## config.mk

```make
export PLATFORM = sky130hd
export DESIGN_NAME = vga_sync_decoder
export DESIGN_NICKNAME = d
export VERILOG_FILES = /design/src/rtl/vga_timing_pkg.sv /design/src/rtl/sync_edge_detect.sv /design/src/rtl/vga_sync_decoder.sv
export SDC_FILE = /design/constraint.sdc
export NUM_CORES = 1
export LEC_CHECK = 0
export CAP_MARGIN = 20
export CORE_UTILIZATION = 45
export DETAILED_ROUTE_END_ITERATION = 6
export PLACE_DENSITY = 0.69
export SYNTH_ARGS = -nofsm -noshare
export SYNTH_HDL_FRONTEND = slang
export SYNTH_SLANG_ARGS = --single-unit
export TNS_END_PERCENT = 5
```

## constraint.sdc

```tcl
create_clock -name clk -period 3.3 [get_ports clk]
set_clock_uncertainty 0.1 [all_clocks]
set_input_delay 0.33 -clock clk [delete_from_list [all_inputs] [get_ports clk]]
set_output_delay 0.33 -clock clk [all_outputs]
set_load 0.03 [all_outputs]
```

## src/rtl/vga_timing_pkg.sv

```systemverilog
// Shared VGA timing constants, lock-state encoding and saturating counter helpers.
// Latency: n/a (package only).
// Backpressure: n/a.
package vga_timing_pkg;

    localparam int H_TOTAL_DEF = 800;
    localparam int V_TOTAL_DEF = 525;
    localparam int CNT_W       = 10;
    localparam logic [CNT_W-1:0] CNT_MAX = CNT_W'(1023);

    typedef enum logic [1:0] {
        SEARCH,
        CHECK,
        LOCKED
    } lock_state_t;

    function automatic logic [CNT_W-1:0] sat_inc(input logic [CNT_W-1:0] v);
        return (v == CNT_MAX) ? CNT_MAX : v + CNT_W'(1);
    endfunction

    // Clamp an (n+1)-bit length back into the n-bit output range.
    function automatic logic [CNT_W-1:0] sat_len(input logic [CNT_W:0] v);
        return v[CNT_W] ? CNT_MAX : v[CNT_W-1:0];
    endfunction

endpackage

```

## src/rtl/sync_edge_detect.sv

```systemverilog
// Rising-edge detector for one sync input, sampled on pix_en; SYNC_FILTER_EN adds a 2-sample glitch filter.
// Latency: rise is combinational in the sampling pix_en cycle (one pix_en later with SYNC_FILTER_EN).
// Backpressure: none; history only advances on pix_en.
module sync_edge_detect (
    input  logic clk,
    input  logic rst_n,
    input  logic pix_en,
    input  logic sync_in,
    output logic rise
);

`ifdef SYNC_FILTER_EN
    logic [1:0] hist;

    always_ff @(posedge clk or negedge rst_n) begin
        if (!rst_n) begin
            hist <= '0;
        end else if (pix_en) begin
            hist <= {hist[0], sync_in};
        end
    end

    // Filtered level is "high now and last sample"; its rise needs the sample before that low.
    assign rise = pix_en & sync_in & hist[0] & ~hist[1];
`else
    logic sync_q;

    always_ff @(posedge clk or negedge rst_n) begin
        if (!rst_n) begin
            sync_q <= 1'b0;
        end else if (pix_en) begin
            sync_q <= sync_in;
        end
    end

    assign rise = pix_en & sync_in & ~sync_q;
`endif

endmodule

```

## src/rtl/vga_sync_decoder.sv

```systemverilog
// Rebuilds pixel/line counters from HS/VS, measures line/frame lengths and tracks timing lock (SYNC_FILTER_EN optional).
// Latency: counters update the clk after the pix_en cycle that samples a sync rise; locked/err one clk after a VS verdict.
// Backpressure: none; all state advances only on pix_en and outputs hold between strobes.
module vga_sync_decoder
    import vga_timing_pkg::*;
#(
    parameter int H_TOTAL     = H_TOTAL_DEF,
    parameter int V_TOTAL     = V_TOTAL_DEF,
    parameter int LOCK_FRAMES = 2
) (
    input  logic             clk,
    input  logic             rst_n,
    input  logic             pix_en,
    input  logic             hs_in,
    input  logic             vs_in,
    output logic [CNT_W-1:0] hcount,
    output logic [CNT_W-1:0] vcount,
    output logic [CNT_W-1:0] line_len,
    output logic [CNT_W-1:0] frame_len,
    output logic             locked,
    output logic             err
);

    localparam logic [CNT_W:0] H_LEN  = (CNT_W+1)'(H_TOTAL);
    localparam logic [CNT_W:0] V_LEN  = (CNT_W+1)'(V_TOTAL);
    localparam logic [2:0]     LOCK_N = 3'(LOCK_FRAMES);

    logic              hs_rise;
    logic              vs_rise;
    lock_state_t       state;
    logic [2:0]        match_cnt;
    logic [2:0]        match_inc;
    logic              line_ok;
    logic              line_ok_nxt;
    logic              verdict;
    logic              sat_hit;
    logic              frame_bad;
    logic [CNT_W:0]    h_len;
    logic [CNT_W:0]    v_len;
    logic [CNT_W-1:0]  hcount_nxt;
    logic [CNT_W-1:0]  vcount_nxt;

    sync_edge_detect u_hs_edge (
        .clk     (clk),
        .rst_n   (rst_n),
        .pix_en  (pix_en),
        .sync_in (hs_in),
        .rise    (hs_rise)
    );

    sync_edge_detect u_vs_edge (
        .clk     (clk),
        .rst_n   (rst_n),
        .pix_en  (pix_en),
        .sync_in (vs_in),
        .rise    (vs_rise)
    );

    assign h_len     = (CNT_W+1)'(hcount) + (CNT_W+1)'(1);
    assign v_len     = (CNT_W+1)'(vcount) + (CNT_W+1)'(1);
    assign match_inc = match_cnt + 3'd1;

    always_comb begin
        hcount_nxt  = hs_rise ? '0 : sat_inc(hcount);
        vcount_nxt  = vs_rise ? '0 : (hs_rise ? sat_inc(vcount) : vcount);
        line_ok_nxt = line_ok;
        // Lines seen before the reference VS are only measured, never judged.
        if (hs_rise && (state != SEARCH)) begin
            line_ok_nxt = line_ok & (h_len == H_LEN);
        end
        verdict   = line_ok_nxt & (v_len == V_LEN);
        sat_hit   = (hcount_nxt == CNT_MAX) || (vcount_nxt == CNT_MAX);
        frame_bad = sat_hit | (vs_rise & ~verdict);
    end

    always_ff @(posedge clk or negedge rst_n) begin
        if (!rst_n) begin
            hcount    <= '0;
            vcount    <= '0;
            line_len  <= '0;
            frame_len <= '0;
            line_ok   <= 1'b1;
        end else if (pix_en) begin
            hcount  <= hcount_nxt;
            vcount  <= vcount_nxt;
            line_ok <= vs_rise ? 1'b1 : line_ok_nxt;
            if (hs_rise) begin
                line_len <= sat_len(h_len);
            end
            if (vs_rise) begin
                frame_len <= sat_len(v_len);
            end
        end
    end

    always_ff @(posedge clk or negedge rst_n) begin
        if (!rst_n) begin
            state     <= SEARCH;
            match_cnt <= '0;
            locked    <= 1'b0;
            err       <= 1'b0;
        end else begin
            err <= 1'b0;
            if (pix_en) begin
                case (state)
                    SEARCH: begin
                        if (vs_rise) begin
                            state     <= CHECK;
                            match_cnt <= '0;
                        end
                    end
                    CHECK: begin
                        if (frame_bad) begin
                            state <= SEARCH;
                        end else if (vs_rise) begin
                            match_cnt <= match_inc;
                            if (match_inc == LOCK_N) begin
                                state  <= LOCKED;
                                locked <= 1'b1;
                            end
                        end
                    end
                    LOCKED: begin
                        if (frame_bad) begin
                            state  <= SEARCH;
                            locked <= 1'b0;
                            err    <= 1'b1;
                        end
                    end
                    default: begin
                        state  <= SEARCH;
                        locked <= 1'b0;
                    end
                endcase
            end
        end
    end

endmodule

```

==> metrics.txt, run 1 <==
status complete, no violations; clock sinks 50; Slew Limit Headroom about three fifths; post-place setup slack 12.9 ps; Vias 2,701; share of cells above drive strength 1 9.23%; Fmax 327 MHz; sequential fraction of the synthesis area between 40% and 50%; DR pass1 iterations 5; wire length of the first global-routing pass 12,200 um; I/O Pins 47; Die Span X approximately 83 um; VDD IR-drop max 0.411 mV; post-cts resize count 0; Ys Warns 0; Clock transition at path regs 90 ps; GPL Wtd Cong ~0.86; RSZ-0062 raised after global routing no; grt ovf 0; Tmin final 3050 ps; PortBufs 46; area share of and/or/nand/nor cells after synthesis 19.9%; clock buffer depth 2; Yosys top cell area share approximately two fifths; number of global-route vias before repair 2,456; FILL cells 596; Net count, final a little under 400; footprint of the multi-input gates approximately 1500 um^2; Adder-Cell Fraction of Synth Area 2.55%; xor and xnor area share after synthesis about 3.9%; final hold vios 0; die area a little under 7000 um^2; First DRT Iteration DRCs between 150 and 200; Worst Tran Pin Value slightly below 600 ps; crit-path max FO 10; gr usage total a little over a fifth; proportion of synthesized area in mux cells 2.55%; Synth Area in Compound Gates 21.3%; HPWL after DPL approximately 5300 um; synth top area cells dfrtp_1 (42%), nand2_1 (4.8%), o21ai_0 (4.8%); cell taking the most area after synthesis dfrtp_1; Antenna diodes 0; worst-skew pair later-pin latency 310 ps; Slew Limit Fails 0; Finish-stage setup viols 0; Top FF cell, synth dfrtp_1; WP data required 3410 ps; DR WL/cell about 16 um; setup_tns 0 ps; post-synthesis net count between 300 and 400; most frequent cells in the layout dfrtp_1 (49), clkdlybuf4s50_1 (45), nand2_1 (38); pwr/cell area 571 nW/um^2; largest net degree at the start of global routing 27; H-tree depth 2; DIE HEIGHT about 83 um; commonest non-fill, non-tap cell in the layout dfrtp_1; ANT nets after route 0; DRC violation count after routing 0; Critical Path AT 3160 ps; Mapped Area 2940 um^2; Syn Area/Cell 8.81 um^2; Hold WC Path Type reg -> reg; WL final 7300 um; Num CTS Buffers 5; # rows 29; number of flops mapped to enable cells by yosys 0; P&R area growth vs syn 22.2%; leakage power 0.00142 uW; Via density 5.92; Setup CP Type reg -> reg; ys async rst share between 90% and 100%; Root Driver clkbuf_8; setup bufs post-CTS 0; crit start category flip-flop; initial antenna violation count 0; register bit total from synthesis 50; final worst path period share 92.5%; Final WS setup around 250 ps; Crit. End Element flip-flop; Initial Util 46.6%; register area 1250 um^2; post-synthesis cell type count 51; Max-Cap Viols 0; main combinational cell family by area after synthesis compound AO/OA/AOI/OAI gates; TritonCTS clock tree built; core area approximately 6300 um^2; Syn Inst Count 334
==> worst max-delay path: stages, from the launching register on <==
cell and delay, ps:
dfrtp_1 450, ha_1 420, nand4_1 270, nor2_1 320, o21ai_0 200, a31oi_1 330, o21ai_1 170, and3_1 280
a21o_1 200, a22o_1 220
==> logic make-up (layout without fill, tap and decap cells) <==
kind of cell | count (synthesis) | in the layout
and+or+nand+nor | 117 | 117
DFF | 50 | 50
buffers and inverters | 43 | 88
AOI/OAI and AO/OA | 98 | 98
xor gates and xnor gates | 13 | 13
adders and majority gates | 6 | 6
muxes | 7 | 7
==> synthesized netlist by cell type (2+ instances only) <==
master and n:
nand2_1 38, nor4_1 2, nand3b_1 2, ha_1 6, o211ai_1 4, nand4_1 6
and4_1 4, nor2b_1 3, a21boi_0 2, dfrtp_1 49, buf_6 4, inv_1 13
o22ai_1 2, a21oi_1 14, a211oi_1 3, o2bb2ai_1 2, o311ai_0 2, or3_1 2
o311a_1 2, a41oi_1 5, a31oi_1 19, nor3_1 7, buf_2 10, nor2_1 26
and2_1 2, o31ai_1 3, o21a_1 4, and3_1 6, xor2_1 2, mux2_2 4
o21ai_0 28, xnor2_1 11, nand3_1 12, nand4b_1 2, clkbuf_1 15, mux2i_1 3
==> metal layers <==
layer / track usage [%] / up-vias / wire (um)
met5: 0 / - / 0
met4: 7.05 / 0 / 87
met3: 3.88 / 7 / 351
met2: 31.3 / 87 / 3290
met1: 33.2 / 1302 / 3570
li1: - / 1305 / -
==> cell type report <==
cell class | count | share of cell area, %
multi-input cells | 241 | 41.1
inverters | 13 | 1.36
clock inverters | 1 | 0.835
flip-flops and latches | 50 | 34.8
clock buffers | 7 | 2.12
repair buffers | 67 | 17.1
well taps | 77 | 2.68
==> power breakdown <==
group | switching [uW] | internal (uW)
registers | 115 | 716
logic | 455 | 333
clock network | 208 | 227
total | 778 | 1280
==> path summary, 6_finish.rpt <==
kind                              from            to  slack [ps]  cells past startpoint
max                          hcount[1]        locked         250                      9
min                        line_len[3]   line_len[3]         380                      2
max reg2reg                  hcount[1]        locked         250                      9
min reg2reg                line_len[3]   line_len[3]         380                      2
max in group asynchronous        rst_n       line_ok        1860                      3
min in group asynchronous        rst_n  frame_len[0]         440                      2
==> through the flow <==
| stage | hold slack, ps | utilization [%] | std cells | instance area, um^2 | power, uW |
|---|---|---|---|---|---|
| 6_report | 382 | 57.0 | 456 | 3600 | 2050 |
| 5_1_grt | 400 | 57.0 | 456 | 3600 | 2150 |
| 4_1_cts | 390 | 57.0 | 456 | 3600 | 2070 |
| 3_5_place_dp | 270 | 55.1 | 447 | 3480 | 1640 |
| 3_3_place_gp | 246 | 55.1 | 447 | 3480 | 1620 |
| 2_1_floorplan | -65.6 | - | 334 | 2940 | 1310 |
==> registers in the layout, indices dropped and copies added (netlist names) <==
name              flops
vcount               10
locked                1
u_hs_edge.sync_q      1
err                   1
u_vs_edge.sync_q      1
frame_len            10
line_ok               1
state                 2
hcount               10
match_cnt             3
line_len             10
==> repair_timing <==
action                                  4_1_cts  5_1_grt
endpoints found under the setup margin        0        0
hold endpoints to repair                     25        0
hold buffers                                  1        0
Power figures use the tool's default switching activity.
==> run 2, diff against run 1 <==
==> constraint.sdc (replaced) <==
create_clock -name clk -period 3.05 [get_ports clk]
set_clock_uncertainty 0.1 [all_clocks]
set_input_delay 0.61 -clock clk [delete_from_list [all_inputs] [get_ports clk]]
set_output_delay 0.61 -clock clk [all_outputs]
set_load 0.03 [all_outputs]
==> run 2 against run 1 <==
Against the previous run:
- hold slack worse by 160 ps
- cell area up 5.7%
- non-clock buffer count up 23
- sequential share of layout area is 1.8 points lower
- register-to-register slack lost 120 ps
- total power up 9.4%
- sequential power grew 5.9%
- core utilization rose by 3.3 points
- sequential cell count did not move
- cell count rose by 5.3%
- highest routed layer unchanged
==> metrics.txt, run 2 (same netlist as run 1, synthesis figures left out) <==
final core utilization 60.2% (+3.3 points); dpl cell area 3630 um^2 (+4.4%); VDD IR-drop max 0.361 mV (-12%); most frequent cells in the layout dfrtp_1 (48), buf_4 (44), clkdlybuf4s50_1 (43); CP max-delay cell or4_4; Via density 5.89 (-0.60%); met1 WL 3650 um (+2.2%); DR pass1 iterations 5 (unchanged); wire length on met3 525 um (+50%); # rows 29 (unchanged); core area 6310 um^2 (unchanged); Worst Tran Pin Value 650 ps (+71.3 ps); Slew Limit Fails 0 (unchanged); Design Area, Final 3800 um^2 (+5.7%); Tmin final 2920 ps (-135 ps); WL final 7720 um (+5.8%); TritonCTS clock tree built; wire length of the first global-routing pass 13,300 um (+8.8%); DR WL/cell 16.1 um (+0.53%); Net count, final 413 (+6.2%); I/O Pins 47 (unchanged); Crit. End Element flip-flop; crit start category flip-flop; Num CTS Buffers 5 (unchanged); Max-Cap Viols 0 (unchanged); gr usage total 23.5% (+1.7 points); HPWL after DPL 5410 um (+1.9%); footprint of the multi-input gates 1510 um^2 (+2.2%); setup_tns 0 ps (unchanged); ANT nets after route 0 (unchanged); number of global-route vias before repair 2,569 (+4.6%); final worst path period share 95.7% (+3.2 points); PortBufs 46 (unchanged); Root Driver clkbuf_8; die area 6870 um^2 (unchanged); Die Span X 82.9 um (unchanged); share of cells above drive strength 1 16.4% (+7.1 points); clock buffer depth 2 (unchanged); Critical Path AT 3010 ps (-150 ps); Vias 2,826 (+4.6%); slowest stage delay, CP 550 ps (+100 ps); commonest non-fill, non-tap cell in the layout dfrtp_1; P&R area growth vs syn 29.2%; First DRT Iteration DRCs 342 (+120%); worst-skew pair later-pin latency 300 ps (about the same); clock sinks 50 (unchanged); Initial Util 46.6% (unchanged); pwr/cell area 592 nW/um^2 (+3.5%); crit-path max FO 12 (+2); leakage power 0.00156 uW (+9.4%); Hold WC Path Type in -> async; Clock transition at path regs 90 ps (about the same); cell family with most CP delay simple AND/OR/NAND/NOR gates; register area 1250 um^2 (about the same); WP data required 3140 ps (-270 ps); FILL cells 564 (-5.4%); Finish-stage setup viols 0 (unchanged); final hold vios 0 (unchanged); RSZ-0062 raised after global routing no; worst-path cell chain ha_1, and4_2, nand3_4, a311oi_2, nand4_1, or4_4, and3_1, a21o_1, a22o_1; GPL Wtd Cong 0.915 (+6.4%); WL met2 3360 um (+2.1%); Slew Limit Headroom 56.7% (-4.8 points); Fmax 343 MHz (+4.6%); grt ovf 0 (unchanged); cts hold-fix bufs 0 (-1); status complete, no violations; Antenna diodes 0 (unchanged); Setup CP Type reg -> reg; Top Layer Used met4; DRC violation count after routing 0 (unchanged); H-tree depth 2 (unchanged); DIE HEIGHT 82.9 um (unchanged); largest net degree at the start of global routing 29 (+7.4%); CP Buf/Inv Count 0 (unchanged); initial antenna violation count 0 (unchanged)
[run 2: cell count changes in the layout (fill, tap and decap cells not counted), sizes merged]
| cell | change |
|---|---|
| and3b | +1 |
| buf | +24 |
| clkdlybuf4s50 | -2 |
| dlygate4sd2 | +1 |
| dlygate4sd3 | -1 |
| dlymetal6s2s | +1 |
[run 2: layout make-up]
type                       count  area share (%)
multi-input combinational    242            39.7
clock buffer                   7            2.01
sequential                    50            33.0
tap                           77            2.53
timing repair buffer          90            20.7
clock inverter                 1           0.790
inverter                      13            1.28
[run 2: per-stage QoR]
stage               worst slack [ps]  power (uW)  instances  hold WS, ps
finish                           131        2250        480          222
global route                    1.46        2380        480          269
CTS                             6.78        2260        479          259
detailed placement              -449        1790        467          362
global placement                -347        1770        467          356
floorplan                       32.5        1420        334          214
[run 2: where the power goes]
part | total (uW) | internal (uW) | leakage (uW) | switching (uW)
logic | 905 | 386 | 0.000864 | 518
clock network | 463 | 246 | 0.0000524 | 217
registers | 881 | 776 | 0.000641 | 105
[run 2: worst paths after layout]
check	startpoint	cells past startpoint	slack, ps	endpoint
max in group asynchronous	rst_n	2	1910	match_cnt[1]
min in group clk	line_len[3]	2	380	line_len[3]
max reg2reg	vcount[0]	9	130	locked
min	rst_n	1	220	frame_len[4]
max	vcount[0]	9	130	locked
min reg2reg	line_len[3]	2	380	line_len[3]
[run 2: worst register-to-register path, stage by stage (launching register included)]
cell and delay [ps]:
dfrtp_1 360, ha_1 180, and4_2 300, nand3_4 180, a311oi_2 370, nand4_1 130, or4_4 550, and3_1 220
a21o_1 190, a22o_1 230
[run 2: repair_timing]
| action | 4_1_cts | 5_1_grt |
|---|---|---|
| gates cloned | 1 | 0 |
| buffers inserted | 3 | 1 |
| endpoints found under the setup margin | 6 | 7 |
| pin swaps | 1 | 3 |
| gates resized for setup | 6 | 2 |
[run 2: metal layers]
layer  vias to the layer above  global-route usage (%)
li1                       1345                       -
met1                      1337                    35.9
met2                       120                    34.0
met3                        24                    3.68
met4                         0                    7.21
met5                         -                       0
==> run 3, diff against run 2 <==
Settings changed: CAP_MARGIN 20 to 0.
Clock period 3.05 ns to 3.33 ns, I/O delays scaled along.
==> run 3 against run 2 <==
Against the previous run:
- register-to-register slack better by 260 ps
- cell count down 3.5%
- setup slack lost 46 ps
- combinational power decreased by 16%
- non-clock buffer count decreased by 16
- clock-buffer cell count unchanged
- sequential cell count stayed put
- total power shrank 10%
- largest cell class unchanged
- highest routed layer unchanged
==> metrics.txt, run 3 (same netlist as run 1, synthesis figures left out) <==
Total Power 2020 uW (-10%); RSZ-0062 raised after global routing no; First DRT Iteration DRCs 123 (-64%); Net count, final 396 (-4.1%); Num CTS Buffers 5 (unchanged); Design Area, Final 3650 um^2 (-3.9%); Slew Limit Fails 0 (unchanged); Slew Limit Headroom 67.7% (+11 points); Initial Util 46.6% (unchanged); post-place setup slack -304 ps (+145 ps); Final WS setup 85.3 ps (-46.0 ps); share of cells above drive strength 1 11.7% (-4.7 points); Setup CP Type in -> reg; H-tree depth 2 (unchanged); final hold vios 0 (unchanged); Hold WC Path Type in -> async; crit start category input pin; wire length of the first global-routing pass 12,400 um (-6.4%); Worst Tran Pin Value 484 ps (-166 ps); Die Span X 82.9 um (unchanged); pwr/cell area 552 nW/um^2 (-6.6%); DR pass1 iterations 5 (unchanged); Finish-stage setup viols 0 (unchanged); DRC violation count after routing 0 (unchanged); leakage power 0.00146 uW (-6.3%); largest net degree at the start of global routing 29 (unchanged); # rows 29 (unchanged); wire length on met3 286 um (-46%); met1 WL 3640 um (-0.36%); TritonCTS clock tree built; WL met2 3330 um (-0.86%); crit-path max FO 8 (-4); Root Driver clkbuf_8; Clock transition at path regs 90 ps (about the same); Critical Path AT 3350 ps (+340 ps); Max-Cap Viols 0 (unchanged); DIE HEIGHT 82.9 um (unchanged); Tmin final 3240 ps; initial antenna violation count 0 (unchanged); Top Layer Used met4; final worst path period share a little over nine tenths; status complete, no violations; post-route insts no fill 463 (-3.5%); DR WL/cell 15.9 um (-1.5%); register area 1250 um^2 (about the same); GPL Wtd Cong 0.855 (-6.5%); # placed instances 454 (-2.8%); I/O Pins 47 (unchanged); commonest non-fill, non-tap cell in the layout dfrtp_1; clock buffer depth 2 (unchanged); FILL cells 601 (+6.6%); most frequent cells in the layout dfrtp_1 (49), clkdlybuf4s50_1 (45), nand2_1 (38); Via density 5.77 (-2.1%); worst-skew pair later-pin latency 300 ps (about the same); Vias 2,670 (-5.5%); grt ovf 0 (unchanged); P&R area growth vs syn 24.1%; WP data required 3430 ps (+290 ps); Fmax 308 MHz; WL final 7340 um (-5.0%); dpl cell area 3530 um^2 (-2.7%); Crit. End Element flip-flop; number of global-route vias before repair 2,473 (-3.7%); Antenna diodes 0 (unchanged); core area 6310 um^2 (unchanged); VDD IR-drop max 0.342 mV (-5.4%); PortBufs 46 (unchanged); ANT nets after route 0 (unchanged); HPWL after DPL 5380 um (-0.45%); Hold WS 210 ps (-11.7 ps); footprint of the multi-input gates 1480 um^2 (-1.7%); gr usage total 22.0% (-1.5 points); clock sinks 50 (unchanged); die area 6870 um^2 (unchanged)
-- run 3: area by class of cell --
class	count	area share [%]
inverter	13	1.34
tap	77	2.64
clock buffer	7	2.09
sequential	50	34.3
multi-input combinational	241	40.6
clock inverter	1	0.822
timing repair buffer	74	18.2
-- run 3: where the power goes --
group,leakage [uW],switching (uW),internal [uW]
Clock,0.0000524,198,225
Combinational,0.000764,435,326
Sequential,0.000643,125,710
-- run 3: path summary, 6_finish.rpt --
check | from | to | slack (ps) | cells after the start
worst max-delay path | pix_en | locked | 90 | 9
worst min-delay path | rst_n | frame_len[0] | 210 | 1
worst max register to register | vcount[8] | locked | 390 | 8
worst min register to register | line_len[3] | line_len[3] | 370 | 2
max in group asynchronous | rst_n | line_ok | 2140 | 2
min in group clk | line_len[3] | line_len[3] | 370 | 2
-- run 3: timing repair --
item | in CTS | in global routing
setup buffers | 0 | 1
endpoints found under the setup margin | 0 | 6
hold buffers | 0 | 0
resized for setup | 0 | 3
-- run 3: critical path: stages --
cell and delay [ps]:
clkdlybuf4s50_1 510, and3b_2 330, and3_1 200, a211oi_1 330, nand4_1 130, or4_4 560, and3_1 220, a21o_1 190
a22o_1 220
-- run 3: per-stage QoR --
stage / utilization [%] / TNS [ps]
floorplan: - / 0
finish: 57.9 / 0
global placement: 55.9 / -819
CTS: 57.6 / 0
detailed placement: 55.9 / -1430
global route: 57.9 / 0
-- run 3: metal layers --
layer / vias up / track usage (%)
li1: 1317 / -
met1: 1275 / 33.6
met2: 69 / 31.9
met3: 9 / 3.88
met4: 0 / 6.11
met5: - / 0
